[src/rtl/bcd_conv_arbiter.sv]
// Four-way round-robin front end for a shift-and-add-3 binary-to-BCD converter.
// A grant latches one operand, runs N_BITS shift steps and holds the result until it is accepted.
module bcd_conv_arbiter #(
  parameter int N_BITS = 16,
  parameter int N_REQ  = 4
) (
  input  logic                    clk,
  input  logic                    rst,
  input  logic [N_REQ-1:0]        req,
  input  logic [N_REQ*N_BITS-1:0] bin_in,
  output logic [N_REQ-1:0]        req_ack,
  output logic                    busy,
  output logic                    out_valid,
  input  logic                    out_ready,
  output logic [1:0]              out_id,
  output logic [19:0]             bcd_out
);

  typedef enum logic [1:0] {IDLE, SHIFT, DONE} state_t;

  state_t             r_state;
  logic [N_BITS-1:0]  r_op;
  logic [19:0]        r_acc;
  logic [4:0]         r_step;
  logic [1:0]         r_last;
  logic [1:0]         r_grant;
  logic [N_REQ-1:0]   r_ack;
  logic               r_valid;
  logic [1:0]         r_id;
  logic [19:0]        r_bcd;

  logic [N_BITS-1:0]  w_ops [N_REQ];
  logic               w_grant_vld;
  logic [1:0]         w_grant;
  logic [1:0]         w_idx;
  logic [19:0]        w_adj;
  logic [19:0]        w_next_acc;

  for (genvar gi = 0; gi < N_REQ; gi++) begin : g_ops
    assign w_ops[gi] = bin_in[gi*N_BITS +: N_BITS];
  end

  // Walk downward so the requester closest after r_last is the one left standing.
  always_comb begin
    w_grant_vld = 1'b0;
    w_grant     = '0;
    w_idx       = '0;
    for (int k = N_REQ; k >= 1; k--) begin
      w_idx = r_last + 2'(k);
      if (req[w_idx]) begin
        w_grant_vld = 1'b1;
        w_grant     = w_idx;
      end
    end
  end

  always_comb begin
    w_adj = r_acc;
    for (int d = 0; d < 5; d++) begin
      if (r_acc[4*d +: 4] > 4'd4) w_adj[4*d +: 4] = r_acc[4*d +: 4] + 4'd3;
    end
  end

  assign w_next_acc = {w_adj[18:0], r_op[N_BITS-1]};

  always_ff @(posedge clk or posedge rst) begin
    if (rst) begin
      r_state <= IDLE;
      r_op    <= '0;
      r_acc   <= '0;
      r_step  <= '0;
      r_last  <= 2'(N_REQ - 1);
      r_grant <= '0;
      r_ack   <= '0;
      r_valid <= 1'b0;
      r_id    <= '0;
      r_bcd   <= '0;
    end else begin
      r_ack <= '0;
      case (r_state)
        IDLE: begin
          if (w_grant_vld) begin
            r_op           <= w_ops[w_grant];
            r_acc          <= '0;
            r_step         <= '0;
            r_grant        <= w_grant;
            r_last         <= w_grant;
            r_ack[w_grant] <= 1'b1;
            r_state        <= SHIFT;
          end
        end
        SHIFT: begin
          r_acc  <= w_next_acc;
          r_op   <= r_op << 1;
          r_step <= r_step + 5'd1;
          if (r_step == 5'(N_BITS - 1)) begin
            r_bcd   <= w_next_acc;
            r_valid <= 1'b1;
            r_id    <= r_grant;
            r_state <= DONE;
          end
        end
        DONE: begin
          if (r_valid && out_ready) begin
            r_valid <= 1'b0;
            r_state <= IDLE;
          end
        end
        default: r_state <= IDLE;
      endcase
    end
  end

  assign req_ack   = r_ack;
  assign busy      = (r_state != IDLE);
  assign out_valid = r_valid;
  assign out_id    = r_id;
  assign bcd_out   = r_bcd;

endmodule

[config.mk]
export PLATFORM = sky130hd
export DESIGN_NAME = bcd_conv_arbiter
export DESIGN_NICKNAME = d
export VERILOG_FILES = /design/src/rtl/bcd_conv_arbiter.sv
export SDC_FILE = /design/constraint.sdc
export NUM_CORES = 1
export LEC_CHECK = 0
export BUFFER_PORTS_ARGS = -buffer_cell sky130_fd_sc_hd__buf_2
export CAP_MARGIN = 20
export CORE_MARGIN = 10
export CORE_UTILIZATION = 40
export DETAILED_ROUTE_END_ITERATION = 6
export PLACE_DENSITY_LB_ADDON = 0.3
export SLEW_MARGIN = 25
export SYNTH_ARGS = -nofsm -noshare
export SYNTH_HDL_FRONTEND = slang
export SYNTH_SLANG_ARGS = --single-unit
[constraint.sdc]
create_clock -name clk -period 3.4 [get_ports clk]
set_input_delay 0.17 -clock clk [delete_from_list [all_inputs] [get_ports clk]]
set_output_delay 0.17 -clock clk [all_outputs]
set_load 0.1 [all_outputs]
==> tab_implementation.tex <==
\begin{tabular}{lr}
\hline
Metric & Value \\
\hline
\multicolumn{2}{l}{\textbf{Worst setup path}} \\
CP Cell Sequence & nand2b\_1 > a21boi\_1 > buf\_4 > nor4\_1 > buf\_4 > and3\_1 > a311oi\_1 \\
Critical path's most frequent cell & buf\_4 \\
Kind of critical path & reg2reg \\
Required time at the worst-slack endpoint & 3590 ps \\
Worst-case reg-to-reg path depth & 7 \\
Worst reg2reg startpoint & r\_last[0] \\
Data arrival time at the worst-slack endpoint & 2570 ps \\
Peak per-stage delay on the critical path & 670 ps \\
Slack of the worst reg-to-reg path & 1020 ps \\
Type of element capturing the critical path & flop \\
Critical path peak fanout & 10 \\
Setup crit start kind & flop \\
Destination of the worst register-to-register timing path & r\_op[14] \\
Cell at the slowest stage of the critical path & nor4\_1 \\
\multicolumn{2}{l}{\textbf{Detailed routing}} \\
Pre-antenna DRT Iters & 4 \\
Residual DRC & 0 \\
Via count & 3823 \\
Average wire length per cell after detail routing & 16.7 µm \\
Number of antenna-violating nets in the routed design & 0 \\
Routed wire length & 11600 µm \\
Via density per instance & 5.48 \\
Iteration-0 DRC count of the detailed router & 197 \\
\multicolumn{2}{l}{\textbf{Min path}} \\
Startpoint of the tightest hold check path & out\_ready \\
Worst Hold Endpoint & r\_state[1] \\
Hold Crit Depth & 4 \\
Class of the tightest hold or removal check & in2reg \\
\multicolumn{2}{l}{\textbf{Clock tree}} \\
Number of cells upsized or downsized after cts & 0 \\
Clock-pin slew on the worst setup and hold paths & 80 ps \\
Root cell of the clock tree & clkbuf\_8 \\
Clock latency reported for the late side of the worst-skew pair & 360 ps \\
Clock tree from TritonCTS & built \\
Number of buffers on the longest clock path & 2 \\
Max H-tree Level & 3 \\
CTS buffer count & 9 \\
CTS sink count & 74 \\
\multicolumn{2}{l}{\textbf{Global route}} \\
Global-route usage over all layers & 0.154 \\
Number of antenna violations at the first check in global routing & 0 \\
Global-route wire length before repair & 18900 µm \\
Maximum number of pins on one net before global-route repair & 62 \\
Total congestion overflow after global routing & 0 \\
Via count of the first global-routing pass & 4011 \\
\multicolumn{2}{l}{\textbf{Logic synthesis}} \\
Top flip-flop cell by instance count after synthesis & dfrtp\_1 \\
Net count of the mapped netlist & 539 \\
Cell variety after synth & 38 \\
List of most frequent post-synthesis cells & dfrtp\_1 (72), nand2\_1 (60), o21ai\_0 (53), mux2i\_1 (32), nor2\_1 (31) \\
Post-synthesis instance area & 0.00425 mm² \\
Flops \& latches, synth & 74 \\
Number of flops mapped to enable cells by yosys & 0 \\
Synth warnings & 0 \\
Area share of the largest cell type after synthesis & 0.424 \\
Async set or reset register ratio after synthesis & 1.00 \\
Share of synthesized area occupied by flip-flops and latches & 0.437 \\
Mean Syn Cell Area & 9.21 µm² \\
Synthesized instance count & 461 \\
Top cell type by total area after synthesis & dfrtp\_1 \\
Top post-synthesis cells by area & dfrtp\_1 (42\%), mux2i\_1 (7.5\%), o21ai\_0 (6.2\%), nand2\_1 (5.3\%), a32o\_1 (3.5\%) \\
Dominant cell by count in the synthesized netlist & dfrtp\_1 \\
\multicolumn{2}{l}{\textbf{Power and ir drop}} \\
Part of the power in the clock network & 0.150 \\
Power spent charging and discharging nets & 0.00252 W \\
Seq pwr share & 0.308 \\
Combinational cell fraction of total power & 0.542 \\
Worst IR drop on VDD & 0.000491 V \\
Leakage power & 2.38 nW \\
Switching part of the total & 0.499 \\
Int Pwr & 0.00253 W \\
Total power divided by cell area & 985 mW/mm² \\
Power consumption & 0.00505 W \\
\multicolumn{2}{l}{\textbf{Floorplan}} \\
Chip Width & 123 µm \\
Initial core utilization & 0.411 \\
Std-Cell Core Area & 0.0103 mm² \\
Site row count & 37 \\
Die ar. & 0.0151 mm² \\
Top-level port count & 99 \\
Height of the die & 123 µm \\
\multicolumn{2}{l}{\textbf{Run}} \\
Count of maximum capacitance violations & 0 \\
\multicolumn{2}{l}{\textbf{STA}} \\
Worst slew margin relative to its limit & 0.466 \\
Setup repair after global routing missed its margin & no \\
Hold violation total from the final report & 0 \\
Setup Skew & 10.3 ps \\
Count of endpoints failing setup in the final report & 0 \\
Max Transition Viols Final & 0 \\
Final clock period utilization by the worst path & 0.699 \\
Setup TNS & 0 ps \\
Post-route minimum period & 2380 ps \\
Transition at the pin with the smallest max-transition slack & 793 ps \\
Highest clock frequency the design can meet & 0.421 GHz \\
\multicolumn{2}{l}{\textbf{Final layout}} \\
Signed area change from the synthesized netlist to the final layout & 20.7\% \\
Antenna diode instance count & 0 \\
Number of nets at the end of the flow & 635 \\
Fraction of final layout cells sized beyond drive strength 1 & 0.256 \\
\multicolumn{2}{l}{\textbf{Placed design}} \\
Placed wire-length estimate after detailed placement & 8500 µm \\
Buffers added on ports & 98 \\
Routability congestion estimate & 0.827 \\
\multicolumn{2}{l}{\textbf{Outcome}} \\
Status & completed \\
\hline
\end{tabular}
critical path: cells and delay by family (launching register included):
family | cells | cell delay (ps)
DFF | 1 | 560
AOI/OAI and AO/OA | 2 | 160
buffers and inverters | 2 | 490
and+or+nand+nor | 3 | 1010
cell type report:
type,count,area (µm²)
Tap cell,136,170
Clock buffer,9,124
Clock inverter,7,93.8
Sequential cell,74,1850
Inverter,21,80.1
Multi-Input combinational cell,336,2180
Fill cell,980,5200
Timing Repair Buffer,115,621
power by group through the flow:
| stage | registers, W | logic (W) | clock network, W |
|---|---|---|---|
| finish | 0.00156 | 0.00274 | 0.000757 |
| global route | 0.00161 | 0.00299 | 0.000813 |
| CTS | 0.00156 | 0.00276 | 0.000776 |
| detailed placement | 0.00157 | 0.00276 | 0 |
| global placement | 0.00156 | 0.00268 | 0 |
| floorplan | 0.00236 | 0.00138 | 0 |
how the worst max path moves through the flow:
| stage | endpoint | slack [ps] | cells after the start | from |
|---|---|---|---|---|
| finish | r_op[14] | 1020 | 7 | r_last[0] |
| global placement | r_op[1] | 1110 | 7 | r_last[0] |
| floorplan | bcd_out[0] | 1350 | 1 | rst |
| CTS | r_op[14] | 1030 | 7 | r_last[0] |
| detailed placement | r_op[14] | 1060 | 7 | r_last[0] |
| global route | r_op[3] | 840 | 7 | r_last[0] |
placed cells by master (no fill, tap or decap), types with 5 or more instances in the layout:
| cell type | synthesis | final |
|---|---|---|
| buf_2 | 8 | 98 |
| dfrtp_1 | 72 | 72 |
| nand2_1 | 60 | 60 |
| o21ai_0 | 53 | 53 |
| mux2i_1 | 32 | 32 |
| nor2_1 | 31 | 31 |
| a21oi_1 | 24 | 24 |
| inv_1 | 21 | 20 |
| buf_4 | 0 | 16 |
| a32o_1 | 15 | 15 |
| and3_1 | 15 | 15 |
| nor4b_1 | 14 | 14 |
| o32ai_1 | 14 | 14 |
| a311oi_1 | 14 | 14 |
| nor3_1 | 11 | 10 |
| clkbuf_8 | 0 | 9 |
| ha_1 | 7 | 7 |
| mux2_2 | 6 | 6 |
| nand2b_1 | 7 | 6 |
| nand3_1 | 6 | 6 |
| xnor2_1 | 5 | 5 |
flip-flops by register name (all words and copies together) (netlist names):
signal     flops
out_id         2
r_op          16
out_valid      1
r_state        2
r_grant        2
r_step         5
r_acc         20
bcd_out       20
r_last         2
req_ack        4
per-layer routing:
metal  part of all wire  GRT usage  up-vias  wire length (µm)
met4              0.016     0.0633        0               187
met1               0.43      0.178     1799              5050
met2               0.48      0.261      115              5600
met3              0.070     0.0483       17               814
met5                  0          0        -                 0
li1                   -          -     1892                 -
kinds of logic after synthesis:
| family | count (synthesis) | synth area share |
|---|---|---|
| DFF | 74 | 0.437 |
| xor gates and xnor gates | 5 | 0.0103 |
| and+or+nand+nor | 154 | 0.179 |
| adders and majority gates | 7 | 0.0206 |
| muxes | 38 | 0.0913 |
| buffers and inverters | 51 | 0.0510 |
| AOI/OAI and AO/OA | 132 | 0.211 |
repair_timing:
action | CTS | global route
hold buffers | 0 | 1
setup buffers | 0 | 0
endpoints found under the hold margin | 0 | 27
metrics by stage:
| step | instance area [µm²] | setup WS, ps | cells | utilization | hold WS (ps) |
|---|---|---|---|---|---|
| 6_report | 5130 | 1020 | 698 | 0.497 | 113 |
| 5_1_grt | 5130 | 843 | 698 | 0.497 | 115 |
| 4_1_cts | 5110 | 1030 | 697 | 0.495 | 60.8 |
| 3_5_place_dp | 4900 | 1060 | 681 | 0.474 | 452 |
| 3_3_place_gp | 4900 | 1110 | 681 | 0.474 | 432 |
| 2_1_floorplan | 4250 | 1350 | 461 | - | 342 |
(Power assumes the default switching activity.)
